`config.mk`:
```
export PLATFORM = sky130hd
export DESIGN_NAME = frac_clk_div
export DESIGN_NICKNAME = d
export VERILOG_FILES = /design/src/rtl/frac_clk_div.sv
export SDC_FILE = /design/constraint.sdc
export NUM_CORES = 1
export LEC_CHECK = 0
export ABC_AREA = 1
export CAP_MARGIN = 15
export CELL_PAD_IN_SITES_DETAIL_PLACEMENT = 2
export CELL_PAD_IN_SITES_GLOBAL_PLACEMENT = 2
export CORE_MARGIN = 3
export CORE_UTILIZATION = 36
export DETAILED_ROUTE_END_ITERATION = 7
export PLACE_DENSITY = 0.95
export SYNTH_ARGS = -nofsm -noshare
export SYNTH_HDL_FRONTEND = slang
export SYNTH_SLANG_ARGS = --single-unit
```
`constraint.sdc`:
```
create_clock -name clkin -period 4 [get_ports clkin]
set_input_delay 0.4 -clock clkin [delete_from_list [all_inputs] [get_ports clkin]]
set_output_delay 0.4 -clock clkin [all_outputs]
set_load 0.01 [all_outputs]
```
`src/rtl/frac_clk_div.sv`:
```
// frac_clk_div: phase-accumulator (DDS) fractional clock divider.
// clkout is the MSB of an ACC_W-bit accumulator stepped by div each clkin.
module frac_clk_div #(
   parameter int ACC_W = 32
) (
   input  logic             clkin,
   input  logic             reset_n,
   input  logic [ACC_W-1:0] div,
   output logic             clkout
);

   logic [ACC_W-1:0] div_q;
   logic [ACC_W-1:0] acc;

   // capture the tuning word so div never reaches clkout combinationally
   always_ff @(posedge clkin or negedge reset_n) begin
      if (!reset_n) begin
         div_q <= '0;
      end else begin
         div_q <= div;
      end
   end

   // phase accumulator; the carry out is dropped so it wraps mod 2^ACC_W
   always_ff @(posedge clkin or negedge reset_n) begin
      if (!reset_n) begin
         acc <= '0;
      end else begin
         acc <= acc + div_q;
      end
   end

   assign clkout = acc[ACC_W-1];

endmodule

```
==> impl_metrics.ini <==
[status]
status = finished, final reports clean

[cells_and_area]
layout-drive-gt1-share_pct = 7.22
fin_util_pct = 44.7
final_area_mm2 = 0.00472
syn_to_final_growth_pct = 18.4
n_antenna_cell = 0
nNetsFinal = 670
instances_no_fill = 745

[power]
p_leak_uw = 0.00272
power_frac_seq_pct = 24.1
clock_power_share_pct = 17.0
power.internal_uw = 1930
irDropWorstVdd_mv = 0.261
power_density_mw_per_mm2 = 818
netSwitchingFraction_pct = 50.1
combPwrFrac_pct = 58.8
p_sw_uw = 1940

[clocking]
clkTransAtPathRegs_ns = 0.08
cts_made_buffers = 9
cts_hold_buf = 0
cts_tree = yes
cts.sinks = 64
clock_latency_ns = 0.37
htreeDepth = 3
cts_buffer_depth = 2
root_buffer = clkbuf_8
cts_setup_buffers = 0
cts_resized = 0

[timing]
tns_ns = 0
period_share_pct = 53.4
worst_pin_slew_ns = 0.756
rsz0062_at_grt = no
maxSlewHeadroom_pct = 49.6
slew_viol_final = 0
hold_viol = 0
fmax_ghz = 0.468
finalSetupViolCount = 0
fin_crit_ns = 2.14
skew_ns = 0.00509

[floorplan]
die_w_um = 111
initial_core_util_pct = 37.8
row_count = 37
design.die.area_mm2 = 0.0124
pin_count = 35
coreArea_mm2 = 0.0106
dieHeight_um = 111

[placement]
place_congestion = 0.871
dp_hpwl_um = 11000
placed_cells = 729
detailed_place.area_mm2 = 0.00450
io_buffers = 34

[synth]
yosysSeqAreaShare_pct = 40.2
syn_nets = 624
yosysWarnings = 0
synth_top_area_share_pct = 40.2
yosys_register_bits = 64
synth_area_leaders = dfrtp_1 (40%), nand2_1 (21%), inv_1 (10%), ha_1 (9.7%), nor2_1 (3.6%)
syn_inst = 558
syn_area_mm2 = 0.00399
syn_area_per_cell_um2 = 7.14
yosys.area.top_type = dfrtp_1
ys_types = 21

[flow_run]
cap_violations = 0

[grt]
grt_pass1_wl_um = 24300
first_global_vias = 4422
grt_max_degree = 36
grt_use_total_pct = 25.1
overflow = 0
antenna_found_initial = 0

[setup_path]
worst_setup_path_start_kind = register
arrival_ns = 2.40
crit_start = div_q[0]
path_class = reg2reg
end_kind = register
reg2reg_slack_ns = 1.86
crit_path_max_fanout = 4
worstReg2RegStart = div_q[0]
cp.required_ns = 4.27

[min_path]
hold_class = in2async

[drt]
viasPerCell = 4.95
dr.pass1.iters = 4
drc_errors = 0
num_vias = 3688
wl_um = 14600
drt_iter0_markers = 162
wl_per_cell_um = 19.6
ant_nets = 0
==> layout by cell type (no fill, tap or decap), drive strengths merged <==
master,instances
bufinv,2
dfrtp,64
a21o,1
nand2,235
buf,2
clkdlybuf4s50,33
fa,1
o21bai,2
a21oi,20
xnor2,2
inv,112
clkinv,1
clkbuf,11
nor3,5
nand4,3
clkinvlp,2
ha,31
or2,1
nand3,27
nor2,40
xor2,14
==> state kept, by name (all words and copies together) (netlist names) <==
name and count:
acc 32, div_q 32
==> cells in the mapped netlist, drive strengths merged <==
master and n:
dfrtp 64, nor2 40, nor3 5, o21bai 2, nand2 235, or2 1, a21o 1, nand4 3
inv 112, ha 31, xor2 14, nand3 27, a21oi 20, xnor2 2, fa 1
==> final cells by class <==
cell class	instances	area, um2
fillers	1250	5830
multi-input cells	382	1960
flip-flops and latches	64	1600
inverters	112	420
repair buffers	35	343
well taps	136	170
clock buffers	11	141
clock inverters	5	80.1
==> power groups by stage <==
stage / Sequential (uW) / Clock, uW / Combinational [uW]
6_report: 932 / 658 / 2270
2_1_floorplan: 908 / 0 / 1490
3_5_place_dp: 941 / 0 / 2170
3_3_place_gp: 915 / 0 / 1970
5_1_grt: 949 / 707 / 2560
4_1_cts: 931 / 671 / 2270
==> kinds of logic after synthesis <==
logic type	synth area share [%]
flip-flops	40.2
buffers and inverters	10.5
AO/OA/AOI/OAI	3.17
AND/OR/NAND/NOR	32.4
adder cells (fa/ha/maj)	10.2
XOR/XNOR	3.52
==> stage by stage <==
stage | setup slack, ns | power [uW] | hold slack (ns)
6_report | 1.86 | 3860 | 0.0865
3_5_place_dp | 1.93 | 3110 | 0.461
3_3_place_gp | 2.08 | 2890 | 0.453
2_1_floorplan | 2.24 | 2400 | 0.104
4_1_cts | 1.83 | 3880 | 0.103
5_1_grt | 1.70 | 4220 | 0.137
==> layer usage <==
metal	vias up	GRT usage (%)	routed length [um]
met5	-	0	0
met4	0	8.84	316
met3	25	4.15	394
met2	54	42.8	7220
met1	1852	32.1	6690
li1	1757	-	-
==> worst max-delay path: stages, from the launching register on <==
cell,delay [ns]
dfrtp_1,0.38
ha_1,0.24
fa_1,0.49
nand3_1,0.14
nand3_2,0.10
nand2_1,0.11
nand2_2,0.11
nand2_1,0.10
nand2_2,0.08
nand2_1,0.12
nand2_1,0.06
nand2_1,0.06
nand2_1,0.05
==> path summary, 6_finish.rpt <==
path / endpoint / cells after the start
setup / recovery: acc[28] / 12
hold / removal: div_q[7] / 1
setup reg to reg: acc[28] / 12
hold reg to reg: acc[0] / 1
max in group asynchronous: acc[20] / 2
min in group clkin: div_q[18] / 1
Note: power is estimated with default switching activity, not from simulation.
